## config.mk

```make
export PLATFORM = sky130hd
export DESIGN_NAME = traffic_ctrl_timed
export DESIGN_NICKNAME = d
export VERILOG_FILES = /design/src/rtl/traffic_ctrl_timed.sv
export SDC_FILE = /design/constraint.sdc
export NUM_CORES = 1
export LEC_CHECK = 0
export ABC_AREA = 1
export CAP_MARGIN = 25
export CORE_UTILIZATION = 67
export CTS_CLUSTER_SIZE = 30
export DETAILED_ROUTE_END_ITERATION = 10
export DONT_BUFFER_PORTS = 1
export PLACE_DENSITY = 0.82
export REMOVE_ABC_BUFFERS = 1
export SYNTH_ARGS = -nofsm -noshare
export SYNTH_HDL_FRONTEND = slang
export SYNTH_SLANG_ARGS = --single-unit
```

## constraint.sdc

```tcl
create_clock -name clk -period 2.9 [get_ports clk]
set_clock_uncertainty 0.1 [all_clocks]
set_input_delay 0.145 -clock clk [delete_from_list [all_inputs] [get_ports clk]]
set_output_delay 0.145 -clock clk [all_outputs]
set_load 0.05 [all_outputs]
```

## src/rtl/traffic_ctrl_timed.sv

```systemverilog
// Two-road intersection controller: timed Moore FSM with a demand-driven side-road
// green, pedestrian walk service and a blinking flash (fault/night) mode.
module traffic_ctrl_timed #(
    parameter int CNT_W    = 8,
    parameter int T_GREEN  = 20,
    parameter int T_YELLOW = 4,
    parameter int T_ALLRED = 2,
    parameter int T_WALK   = 10,
    parameter int T_FLASH  = 8
) (
    input  logic       clk,
    input  logic       rst_n,
    input  logic       side_req,
    input  logic       ped_req,
    input  logic       flash,
    output logic [2:0] main_light,
    output logic [2:0] side_light,
    output logic       walk,
    output logic [2:0] phase
);

    localparam logic [2:0] S_MAIN_G = 3'd0;
    localparam logic [2:0] S_MAIN_Y = 3'd1;
    localparam logic [2:0] S_AR1    = 3'd2;
    localparam logic [2:0] S_SIDE_G = 3'd3;
    localparam logic [2:0] S_SIDE_Y = 3'd4;
    localparam logic [2:0] S_AR2    = 3'd5;
    localparam logic [2:0] S_FLASH  = 3'd6;

    localparam logic [2:0] LAMP_R   = 3'b100;
    localparam logic [2:0] LAMP_Y   = 3'b010;
    localparam logic [2:0] LAMP_G   = 3'b001;
    localparam logic [2:0] LAMP_OFF = 3'b000;

    // Timers hold T-1 on entry and count down to zero, so each phase lasts T cycles.
    localparam logic [CNT_W-1:0] LD_GREEN  = CNT_W'(T_GREEN - 1);
    localparam logic [CNT_W-1:0] LD_YELLOW = CNT_W'(T_YELLOW - 1);
    localparam logic [CNT_W-1:0] LD_ALLRED = CNT_W'(T_ALLRED - 1);
    localparam logic [CNT_W-1:0] LD_FLASH  = CNT_W'(T_FLASH - 1);
    // Walk lamp is lit while the SIDE_G timer is still at or above this value.
    localparam logic [CNT_W-1:0] WALK_THR  = CNT_W'(T_GREEN - T_WALK);
    localparam logic [CNT_W-1:0] CNT_ZERO  = {CNT_W{1'b0}};
    localparam logic [CNT_W-1:0] CNT_ONE   = {{(CNT_W-1){1'b0}}, 1'b1};

    logic [2:0]       state_q,     state_d;
    logic [CNT_W-1:0] timer_q,     timer_d;
    logic             ped_pend_q,  ped_pend_d;
    logic             walk_en_q,   walk_en_d;
    logic             blink_on_q,  blink_on_d;
    logic [CNT_W-1:0] blink_cnt_q, blink_cnt_d;
    logic             timer_zero_s;

    assign timer_zero_s = (timer_q == CNT_ZERO);

    // Next-state logic: flash overrides everything, otherwise timed phase sequencing.
    always_comb begin
        state_d     = state_q;
        timer_d     = timer_q;
        walk_en_d   = walk_en_q;
        blink_on_d  = blink_on_q;
        blink_cnt_d = blink_cnt_q;
        // A press outside SIDE_G is remembered; a press on the cycle that enters
        // SIDE_G is folded in here and therefore served by that green.
        ped_pend_d  = ped_pend_q | (ped_req & (state_q != S_SIDE_G));

        if (flash) begin
            if (state_q != S_FLASH) begin
                state_d     = S_FLASH;
                blink_on_d  = 1'b1;
                blink_cnt_d = LD_FLASH;
            end else if (blink_cnt_q == CNT_ZERO) begin
                blink_on_d  = ~blink_on_q;
                blink_cnt_d = LD_FLASH;
            end else begin
                blink_cnt_d = blink_cnt_q - CNT_ONE;
            end
        end else begin
            case (state_q)
                S_MAIN_G: begin
                    if (!timer_zero_s) begin
                        timer_d = timer_q - CNT_ONE;
                    end else if (side_req | ped_pend_q) begin
                        state_d = S_MAIN_Y;
                        timer_d = LD_YELLOW;
                    end else begin
                        timer_d = CNT_ZERO;
                    end
                end
                S_MAIN_Y: begin
                    if (timer_zero_s) begin
                        state_d = S_AR1;
                        timer_d = LD_ALLRED;
                    end else begin
                        timer_d = timer_q - CNT_ONE;
                    end
                end
                S_AR1: begin
                    if (timer_zero_s) begin
                        state_d    = S_SIDE_G;
                        timer_d    = LD_GREEN;
                        walk_en_d  = ped_pend_d;
                        ped_pend_d = 1'b0;
                    end else begin
                        timer_d = timer_q - CNT_ONE;
                    end
                end
                S_SIDE_G: begin
                    if (timer_zero_s) begin
                        state_d = S_SIDE_Y;
                        timer_d = LD_YELLOW;
                    end else begin
                        timer_d = timer_q - CNT_ONE;
                    end
                end
                S_SIDE_Y: begin
                    if (timer_zero_s) begin
                        state_d = S_AR2;
                        timer_d = LD_ALLRED;
                    end else begin
                        timer_d = timer_q - CNT_ONE;
                    end
                end
                S_AR2: begin
                    if (timer_zero_s) begin
                        state_d = S_MAIN_G;
                        timer_d = LD_GREEN;
                    end else begin
                        timer_d = timer_q - CNT_ONE;
                    end
                end
                S_FLASH: begin
                    state_d = S_AR2;
                    timer_d = LD_ALLRED;
                end
                default: begin
                    state_d = S_AR2;
                    timer_d = LD_ALLRED;
                end
            endcase
        end
    end

    // State, timers and pedestrian bookkeeping; reset parks the junction in all-red.
    always_ff @(posedge clk or negedge rst_n) begin
        if (!rst_n) begin
            state_q     <= S_AR2;
            timer_q     <= LD_ALLRED;
            ped_pend_q  <= 1'b0;
            walk_en_q   <= 1'b0;
            blink_on_q  <= 1'b1;
            blink_cnt_q <= LD_FLASH;
        end else begin
            state_q     <= state_d;
            timer_q     <= timer_d;
            ped_pend_q  <= ped_pend_d;
            walk_en_q   <= walk_en_d;
            blink_on_q  <= blink_on_d;
            blink_cnt_q <= blink_cnt_d;
        end
    end

    // Lamp decode straight from registered state so reset shows all-red immediately.
    always_comb begin
        main_light = LAMP_R;
        side_light = LAMP_R;
        walk       = 1'b0;
        case (state_q)
            S_MAIN_G: begin
                main_light = LAMP_G;
                side_light = LAMP_R;
            end
            S_MAIN_Y: begin
                main_light = LAMP_Y;
                side_light = LAMP_R;
            end
            S_SIDE_G: begin
                main_light = LAMP_R;
                side_light = LAMP_G;
                walk       = walk_en_q & (timer_q >= WALK_THR);
            end
            S_SIDE_Y: begin
                main_light = LAMP_R;
                side_light = LAMP_Y;
            end
            S_FLASH: begin
                main_light = blink_on_q ? LAMP_Y : LAMP_OFF;
                side_light = blink_on_q ? LAMP_R : LAMP_OFF;
            end
            default: begin
                main_light = LAMP_R;
                side_light = LAMP_R;
            end
        endcase
    end

    assign phase = state_q;

endmodule

```

==> results of run 1 <==
==> cells by family (layout without fill, tap and decap cells) <==
logic type | Yosys count | in the layout
AND/OR/NAND/NOR | 105 | 105
adder cells (fa/ha/maj) | 5 | 5
AO/OA/AOI/OAI | 20 | 20
XOR/XNOR | 9 | 9
flip-flops | 22 | 22
buffers and inverters | 30 | 40
==> through the flow <==
stage	power, W	setup slack [ns]	utilization (%)	cells
after floorplan	0.001251	0.3140	-	189
after global placement	0.001381	0.8744	73.85	219
after detailed placement	0.001406	0.8459	73.85	219
after CTS	0.001592	0.4730	77.23	226
after global routing	0.001718	0.3704	78.51	228
final	0.001600	0.4752	78.51	228
==> power by group through the flow <==
stage / Clock, W / Sequential [W] / Combinational [W]
after floorplan: 0 / 0.000585 / 0.000666
final: 0.000177 / 0.000603 / 0.000820
after CTS: 0.000177 / 0.000603 / 0.000813
after global placement: 0 / 0.000604 / 0.000777
after detailed placement: 0 / 0.000609 / 0.000797
after global routing: 0.000184 / 0.000622 / 0.000912
==> synthesized netlist by cell type <==
cell type and n:
buf_2 1, dfrtp_1 15, dfstp_2 7, xnor2_1 3, nand2_1 52, inv_1 21
inv_2 7, nor3_4 1, a31oi_1 1, nand2_2 3, nand4_1 2, ha_1 5
xor2_1 6, nor3_1 2, nand3_2 1, o21ai_0 7, o22ai_1 2, o21ai_1 3
nand2_4 3, o211ai_1 1, nand3_1 11, nor2_4 1, o21ai_2 1, nor2_1 27
a21oi_1 5, buf_6 1, nor2_2 2
==> repair_timing <==
item,in CTS,in global routing
buffers inserted,0,0
hold buffers,3,1
hold endpoints to repair,43,1
==> cell usage in the layout (no fill, tap or decap), types with 4 or more instances in the layout <==
cell and instances:
dfrtp_1 15, xor2_1 6, inv_1 21, nor2_1 27, inv_2 7, o21ai_0 6, nand3_1 11, o21ai_1 4
nand2_1 52, a21oi_1 5, ha_1 5, dfstp_2 7, dlygate4sd3_1 4
==> final timing paths <==
kind | start | end | slack, ns | depth (start not counted)
setup / recovery | phase[0] | side_light[2] | 0.48 | 6
hold / removal | side_req | phase[0] | 0.04 | 5
setup reg to reg | phase[1] | phase[2] | 0.93 | 6
hold reg to reg | blink_on_q | blink_on_q | 0.38 | 2
max in group asynchronous | rst_n | timer_q[0] | 1.77 | 3
min in group asynchronous | rst_n | timer_q[6] | 0.49 | 2
==> flip-flops by register name (all words and copies together), names as in the netlist <==
name	cells
walk_en_q	1
timer_q	8
blink_on_q	1
ped_pend_q	1
phase	3
blink_cnt_q	8
==> worst max-delay path, cell delays in order (launching register included) <==
cell and delay (ns):
dfstp_2 0.87, nand2_1 0.14, inv_1 0.08, nand2_1 0.10
inv_1 0.36, o21ai_1 0.10, buf_4 0.20
==> cell type report <==
type / instances / area [µm²] / share of cell area (%)
Multi-Input combinational cell: 139 / 728.2 / 47.28
Sequential cell: 22 / 559.3 / 36.31
Inverter: 28 / 105.1 / 6.824
Timing Repair Buffer: 8 / 77.57 / 5.037
Clock buffer: 4 / 36.28 / 2.356
Tap cell: 27 / 33.78 / 2.193
==> metal layers <==
layer	global-route usage (%)	routed length, µm	share of wire, %
met3	5.283	119	4.2
met5	0	0	0
met4	10.56	21	0.75
met1	33.41	1295	46
met2	47.03	1378	49
==> out/qor.csv, run 1 <==
stage;metric;value;unit
sta;drv_slew;0;
sta;grt_setup_unrepaired;no;
setup_path;worstPathMaxFanout;11;
floorplanning;die_area;2290;µm²
sta;min_period;2.425;ns
floorplanning;rows;16;
clock_tree;clockBufferDepth;2;
power;p_switching;0.0008411;W
clock_tree;htree_levels;1;
finish;area_delta_synth_final;9.325;%
power;pwr-share-clk;11.1;%
logic_synthesis;ys_seq_area_share;39.70;%
clock_tree;clock-sinks;22;
finish;fillCellCount;161;
logic_synthesis;synthSimpleGateAreaFrac;33.84;%
min_path;hp-class;primary input to flip-flop;
clock_tree;path_clk_slew;0.13;ns
grt;grt_usage;27.28;%
power;leakage;0.8092;nW
setup_path;critPathArrivalTime;2.18;ns
logic_synthesis;yosysWarnings;0;
sta;hold_violations;0;
logic_synthesis;synthMuxAreaShare;0;%
clock_tree;tritoncts;built;
grt;first_global_vias;1080;
logic_synthesis;synth_top_family_by_area;simple AND/OR/NAND/NOR gates;
power;peakVddDrop;1.101;mV
logic_synthesis;synth_compound_area_share;7.815;%
detailed_routing;firstDrtPassIters;4;
clock_tree;clock_latency;0.32;ns
logic_synthesis;yosysUniqueCellTypes;27;
floorplanning;start_util;71.81;%
sta;setup_violations;0;
logic_synthesis;synth_area_leaders;dfrtp_1, nand2_1, dfstp_2;
detailed_routing;num_vias;1209;
placed_design;portBuffers;0;
placed_design;place_congestion;0.7775;
power;power.density;1039;nW/µm²
logic_synthesis;synthAdderAreaFrac;4.440;%
placed_design;dpl_cell_area;1449;µm²
logic_synthesis;yosysTopAreaCell;dfrtp_1;
finish;layout-drive-gt1-share;16.92;%
grt;grt_max_degree;23;
power;p_comb_share;51.2;%
sta;tns;0;ns
logic_synthesis;synth_cells;191;
setup_path;crit_required;2.65;ns
grt;antenna_found_initial;0;
detailed_routing;drtIter0Drc;30;
power;seq_power_share;37.7;%
logic_synthesis;synth_top_area_share;26.64;%
grt;gr-total-overflow;0;
sta;min_period_over_period;83.61;%
floorplanning;die_h;47.86;µm
setup_path;path_class;flip-flop to output pin;
clock_tree;cts_inserted_buffers;3;
logic_synthesis;syn_area;1409;µm²
floorplanning;ios;15;
logic_synthesis;synth-seq-cells;22;
logic_synthesis;synth_xor_area_share;5.595;%
finish;finalNetCount;212;
finish;num_antenna_cells;0;
logic_synthesis;avgSynthCellArea;7.376;µm²
sta;fmax;412.4;MHz
sta;worst_pin_slew;0.6695;ns
detailed_routing;drcViolationCount;0;
detailed_routing;ant_nets;0;
detailed_routing;wl;2.814;mm
setup_path;start_kind;flip-flop;
power;p_int;0.0007593;W
run_status;status;complete, no violations;
finish;fin_area;1540;µm²
sta;slew_headroom;55.37;%
floorplanning;core_region_area;1962;µm²
placed_design;dp_hpwl;2.093;mm
floorplanning;die_w;47.86;µm
grt;grt_pass1_wl;4.360;mm
clock_tree;cts-resized-gates;0;
sta;holdWs;0.03728;ns
power;sw_frac_of_total;52.55;%
clock_tree;clock-root-buffer;clkbuf_4;
detailed_routing;routed_via_density;5.303;
run;drv_cap;0;
detailed_routing;wire_per_inst;12.34;µm
setup_path;crit_path_end_kind;output pin;
Power figures use the tool's default switching activity.
==> run 2: changes to the inputs <==
--- a/config.mk
+++ b/config.mk
@@ -7,11 +7,11 @@
 export LEC_CHECK = 0
 export ABC_AREA = 1
 export CAP_MARGIN = 25
-export CORE_UTILIZATION = 67
+export CORE_UTILIZATION = 62
 export CTS_CLUSTER_SIZE = 30
 export DETAILED_ROUTE_END_ITERATION = 10
 export DONT_BUFFER_PORTS = 1
-export PLACE_DENSITY = 0.82
+export PLACE_DENSITY = 0.77
 export REMOVE_ABC_BUFFERS = 1
 export SYNTH_ARGS = -nofsm -noshare
 export SYNTH_HDL_FRONTEND = slang
==> constraint.sdc (replaced) <==
create_clock -name clk -period 2.3 [get_ports clk]
set_clock_uncertainty 0.1 [all_clocks]
set_input_delay 0.115 -clock clk [delete_from_list [all_inputs] [get_ports clk]]
set_output_delay 0.115 -clock clk [all_outputs]
set_load 0.05 [all_outputs]
==> run 2 against run 1 <==
Against the previous run: sequential power grew 15%; critical path depth is the same; routed wire length grew 5.1%; design area grew 1.3%; first-iteration DRC count is the same; core utilization shrank 2.1 points; global-route usage shrank 0.15 points.
==> out/qor.csv, run 2 (same netlist as run 1, synthesis figures left out) <==
stage;metric;value;unit;change
run_status;status;complete, no violations;;
floorplanning;die_h;49.67;µm;+3.8%
clock_tree;clock_latency;0.31;ns;about the same
min_path;min_path_cells;4;;-1
detailed_routing;drcViolationCount;0;;unchanged
min_path;hp-start;side_req;;
placed_design;portBuffers;0;;unchanged
placed_design;placed_cells;223;;+1.8%
clock_tree;clockBufferDepth;2;;unchanged
floorplanning;ios;15;;unchanged
grt;antenna_found_initial;0;;unchanged
setup_path;r2r_slack;0.63;ns;-0.30 ns
placed_design;place_congestion;0.8555;;+10%
finish;layout_commonest_cell;nand2_1;;
min_path;hp-class;primary input to flip-flop;;
setup_path;crit_path_end_kind;output pin;;
setup_path;critPathArrivalTime;1.82;ns;-0.36 ns
detailed_routing;num_vias;1261;;+4.3%
floorplanning;start_util;69.00;%;-2.8 points
grt;grt_max_degree;23;;unchanged
floorplanning;rows;16;;unchanged
power;leakage;0.8232;nW;+1.7%
grt;grtUsageMet3;4.321;%;-0.96 points
detailed_routing;drtIter0Drc;30;;unchanged
clock_tree;postCtsSetupRepairBufs;0;;unchanged
run;drv_cap;0;;unchanged
finish;ff_latch_area;559.3;µm²;unchanged
setup_path;r2r_start;phase[0];;
finish;multiInputGateArea;728.2;µm²;unchanged
sta;setup_violations;0;;unchanged
setup_path;worstPathMaxFanout;11;;unchanged
min_path;holdPathEnd;timer_q[0];;
finish;area_delta_synth_final;10.75;%;
clock_tree;clock-root-buffer;clkbuf_4;;
sta;min_period_over_period;88.33;%;
clock_tree;clock-sinks;22;;unchanged
floorplanning;die_w;49.67;µm;+3.8%
setup_path;rr_worst_depth;7;;+1
finish;mostFrequentLayoutCells;nand2_1, nor2_1, inv_1, dfrtp_1, nand3_1;;
power;power.density;1301;nW/µm²;+25%
sta;tns;0;ns;unchanged
sta;fmax;492.2;MHz;
detailed_routing;wire_per_inst;12.75;µm;+3.3%
sta;slew_headroom;62.57;%;+7.2 points
power;peakVddDrop;1.106;mV;+0.45%
clock_tree;path_clk_slew;0.13;ns;about the same
floorplanning;core_region_area;2042;µm²;+4.1%
sta;grt_setup_unrepaired;no;;
sta;drv_slew;0;;unchanged
clock_tree;htree_levels;1;;unchanged
detailed_routing;firstDrtPassIters;4;;unchanged
grt;met2_usage;45.72;%;-1.3 points
placed_design;dp_hpwl;2.206;mm;+5.4%
setup_path;path_class;flip-flop to output pin;;
finish;fillCellCount;150;;-6.8%
grt;grt.met1_usage;34.78;%;+1.4 points
power;finalPower;0.002030;W;+27%
finish;final_cells;232;;+1.8%
grt;busiest_layer;met2;;
detailed_routing;ant_nets;0;;unchanged
sta;hold_violations;0;;unchanged
detailed_routing;wl;2.958;mm;+5.1%
setup_path;timing.rr.end;ped_pend_q;;
finish;layout-drive-gt1-share;18.05;%;+1.1 points
sta;worst_pin_slew;0.5596;ns;-0.1098 ns
setup_path;crit_required;2.09;ns;-0.56 ns
finish;num_antenna_cells;0;;unchanged
grt;first_global_vias;1200;;+11%
detailed_routing;routed_via_density;5.435;;+2.5%
grt;gr-total-overflow;0;;unchanged
finish;finalNetCount;216;;+1.9%
sta;min_period;2.032;ns;
clock_tree;cts_inserted_buffers;3;;unchanged
clock_tree;tritoncts;built;;
grt;grt_usage;27.13;%;-0.15 points
floorplanning;die_area;2467;µm²;+7.7%
grt;grt_pass1_wl;5.168;mm;+19%
setup_path;start_kind;flip-flop;;
[run 2: cell types whose count changed in the layout (fill, tap and decap cells not counted)]
| cell | previous run | this run |
|---|---|---|
| buf_4 | 3 | 7 |
| clkbuf_1 | 0 | 1 |
| clkbuf_8 | 1 | 0 |
[run 2: power breakdown]
group          internal, W  total (W)  switching, W  leakage [nW]
registers         0.000533   0.000694      0.000161         0.271
logic             0.000354    0.00115      0.000800         0.537
clock network    0.0000675   0.000183      0.000115        0.0150
[run 2: final cells by class]
type | count | share of cell area (%)
Tap cell | 27 | 2.165
Sequential cell | 22 | 35.85
Clock buffer | 4 | 1.684
Inverter | 28 | 6.736
Multi-Input combinational cell | 139 | 46.67
Timing Repair Buffer | 12 | 6.897
[run 2: worst max-delay path, cell delays in order, from the launching register on]
cell     delay, ns
dfstp_2       0.86
nand2_1       0.13
inv_1         0.07
nand2_1       0.09
inv_1         0.10
o21ai_1       0.07
buf_4         0.19
[run 2: worst max path at each step]
stage / slack, ns / start / cells after the start / endpoint
finish: 0.27 / phase[0] / 6 / side_light[2]
global route: 0.16 / timer_q[0] / 7 / walk
CTS: 0.27 / phase[0] / 6 / side_light[2]
detailed placement: 0.62 / phase[0] / 6 / side_light[2]
global placement: 0.66 / phase[0] / 6 / side_light[2]
floorplan: -0.26 / phase[2] / 4 / side_light[2]
[run 2: stage by stage]
step           setup slack (ns)  hold WS [ns]  area (µm²)  utilization, %
2_1_floorplan           -0.2560       -0.2806        1393               -
3_3_place_gp             0.6633       -0.2802        1479           72.43
3_5_place_dp             0.6188       -0.2802        1479           72.43
4_1_cts                  0.2740       0.04937        1535           75.18
5_1_grt                  0.1588       0.05892        1560           76.41
6_report                 0.2683       0.05254        1560           76.41
[run 2: timing repair]
item | 4_1_cts | 5_1_grt
hold buffers | 3 | 1
endpoints found under the setup margin | 0 | 0
hold endpoints to repair | 44 | 2
resized for setup | 0 | 0
[run 2: metal layers]
layer | part of all wire (%) | vias to the layer above | routed length [µm]
li1 | - | 632 | -
met1 | 46 | 583 | 1348
met2 | 49 | 38 | 1445
met3 | 4.1 | 8 | 120
met4 | 1.5 | 0 | 43
met5 | 0 | - | 0
==> run 3: changes to the inputs <==
--- a/config.mk
+++ b/config.mk
@@ -7,11 +7,11 @@
 export LEC_CHECK = 0
 export ABC_AREA = 1
 export CAP_MARGIN = 25
-export CORE_UTILIZATION = 62
+export CORE_UTILIZATION = 60
 export CTS_CLUSTER_SIZE = 30
 export DETAILED_ROUTE_END_ITERATION = 10
 export DONT_BUFFER_PORTS = 1
-export PLACE_DENSITY = 0.77
+export PLACE_DENSITY = 0.87
 export REMOVE_ABC_BUFFERS = 1
 export SYNTH_ARGS = -nofsm -noshare
 export SYNTH_HDL_FRONTEND = slang
==> run 3 against run 2 <==
Against the previous run: clock power grew 3%; setup slack lost 0.026 ns; first-iteration DRC count is 20% lower; final cell count unchanged; global-route usage shrank 1.5 points; largest power group unchanged.
==> out/qor.csv, run 3 (same netlist as run 1, synthesis figures left out) <==
stage;metric;value;unit;change
run_status;status;complete, no violations;;
finish;num_antenna_cells;0;;unchanged
sta;drv_slew;0;;unchanged
placed_design;dp_hpwl;2.107;mm;-4.5%
finish;finalNetCount;215;;-0.46%
setup_path;worstPathMaxFanout;11;;unchanged
power;peakVddDrop;0.9123;mV;-18%
floorplanning;rows;17;;+1
setup_path;start_kind;flip-flop;;
clock_tree;htree_levels;1;;unchanged
power;power.density;1308;nW/µm²;+0.53%
finish;final_cells;232;;unchanged
floorplanning;die_w;50.46;µm;+1.6%
detailed_routing;drtIter0Drc;24;;-20%
detailed_routing;ant_nets;0;;unchanged
sta;slew_headroom;62.32;%;-0.25 points
floorplanning;start_util;63.69;%;-5.3 points
finish;layout-drive-gt1-share;18.14;%;+0.088 points
sta;min_period_over_period;89.48;%;+1.2 points
placed_design;place_congestion;0.8348;;-2.4%
sta;grt_setup_unrepaired;no;;
min_path;hp-class;primary input to flip-flop;;
clock_tree;clock_latency;0.31;ns;about the same
sta;setup_violations;0;;unchanged
grt;grt_pass1_wl;4.843;mm;-6.3%
run;drv_cap;0;;unchanged
clock_tree;clockBufferDepth;2;;unchanged
clock_tree;clock-root-buffer;clkbuf_4;;
sta;hold_violations;0;;unchanged
power;finalPower;0.002046;W;+0.77%
setup_path;critPathArrivalTime;1.84;ns;+0.02 ns
clock_tree;cts_inserted_buffers;3;;unchanged
detailed_routing;num_vias;1230;;-2.5%
detailed_routing;wire_per_inst;12.86;µm;+0.88%
placed_design;portBuffers;0;;unchanged
finish;final_core_util;70.70;%;-5.7 points
floorplanning;die_area;2546;µm²;+3.2%
floorplanning;die_h;50.46;µm;+1.6%
floorplanning;ios;15;;unchanged
setup_path;crit_path_end_kind;output pin;;
grt;first_global_vias;1179;;-1.8%
grt;grt_usage;25.65;%;-1.5 points
placed_design;placed_cells;224;;+0.45%
floorplanning;core_region_area;2212;µm²;+8.3%
detailed_routing;drcViolationCount;0;;unchanged
setup_path;path_class;flip-flop to output pin;;
sta;min_period;2.058;ns;+0.02646 ns
setup_path;crit_family;flip-flops;;
finish;area_delta_synth_final;11.01;%;
setup_path;cp_slowest_cell;dfstp_2;;
clock_tree;tritoncts;built;;
grt;antenna_found_initial;0;;unchanged
clock_tree;path_clk_slew;0.13;ns;about the same
sta;fmax;485.9;MHz;-1.3%
setup_path;critical-path-max-stage-delay;0.86;ns;about the same
power;leakage;0.8242;nW;+0.13%
detailed_routing;firstDrtPassIters;4;;unchanged
finish;mostFrequentLayoutCells;nand2_1, nor2_1, inv_1, dfrtp_1, nand3_1;;
sta;tns;0;ns;unchanged
grt;grt_max_degree;23;;unchanged
setup_path;critical_path_buf_inv_count;3;;unchanged
clock_tree;postCtsSetupRepairBufs;0;;unchanged
detailed_routing;routed_via_density;5.302;;-2.5%
setup_path;crit_chain;nand2_1 > inv_1 > nand2_1 > inv_1 > o21ai_1 > buf_4;;
detailed_routing;wl;2.984;mm;+0.88%
finish;layout_commonest_cell;nand2_1;;
sta;worst_pin_slew;0.5634;ns;+0.003761 ns
grt;gr-total-overflow;0;;unchanged
setup_path;crit_required;2.09;ns;about the same
clock_tree;clock-sinks;22;;unchanged
## run 3: cell count changes in the layout (fill, tap and decap cells not counted)
cell,delta
buf_16,+1
buf_8,-1
dlygate4sd3_1,-1
## run 3: final timing paths
kind	startpoint	endpoint	slack (ns)	cells past startpoint
min in group asynchronous	rst_n	blink_cnt_q[1]	0.17	1
setup reg to reg	phase[0]	ped_pend_q	0.57	7
hold / removal	side_req	phase[0]	0.03	5
max in group asynchronous	rst_n	timer_q[0]	1.71	2
setup / recovery	phase[0]	side_light[2]	0.24	6
hold reg to reg	blink_on_q	blink_on_q	0.38	2
## run 3: final cells by class
cell class,count,area (µm²)
multi-input combinational,139,728.2
fill,185,648.1
sequential,22,559.3
timing repair buffer,11,110.1
inverter,28,105.1
tap,28,35.03
clock buffer,4,26.28
## run 3: worst reg2reg max path, cell delays in order (launching register included)
cell     delay [ns]
dfstp_2        0.86
nand2_1        0.14
inv_1          0.08
nand2_1        0.12
a21oi_1        0.19
inv_1          0.06
nand2_1        0.06
inv_1          0.04
## run 3: timing repair
item | in CTS | in global routing
hold endpoints to repair | 44 | 0
resized for setup | 0 | 0
hold buffers | 3 | 0
## run 3: power by group
part	internal (W)	total, W	leakage (nW)	switching, W
clock network	0.0000678	0.000189	0.0150	0.000122
logic	0.000356	0.00116	0.538	0.000801
registers	0.000533	0.000700	0.271	0.000166
## run 3: layer usage
layer	track usage, %	part of all wire [%]	vias to the layer above
met5	0	0	-
met4	13.43	2.2	0
met3	3.030	3.5	6
met2	45.56	50	40
met1	30.00	45	560
li1	-	-	624
## run 3: per-stage QoR
step	cell area [µm²]	hold WS [ns]	setup slack, ns
after floorplan	1393	-0.2806	-0.2560
after global placement	1480	-0.2798	0.6530
after detailed placement	1480	-0.2799	0.6095
after CTS	1536	0.02252	0.2649
after global routing	1564	0.04690	0.1342
final	1564	0.02920	0.2419
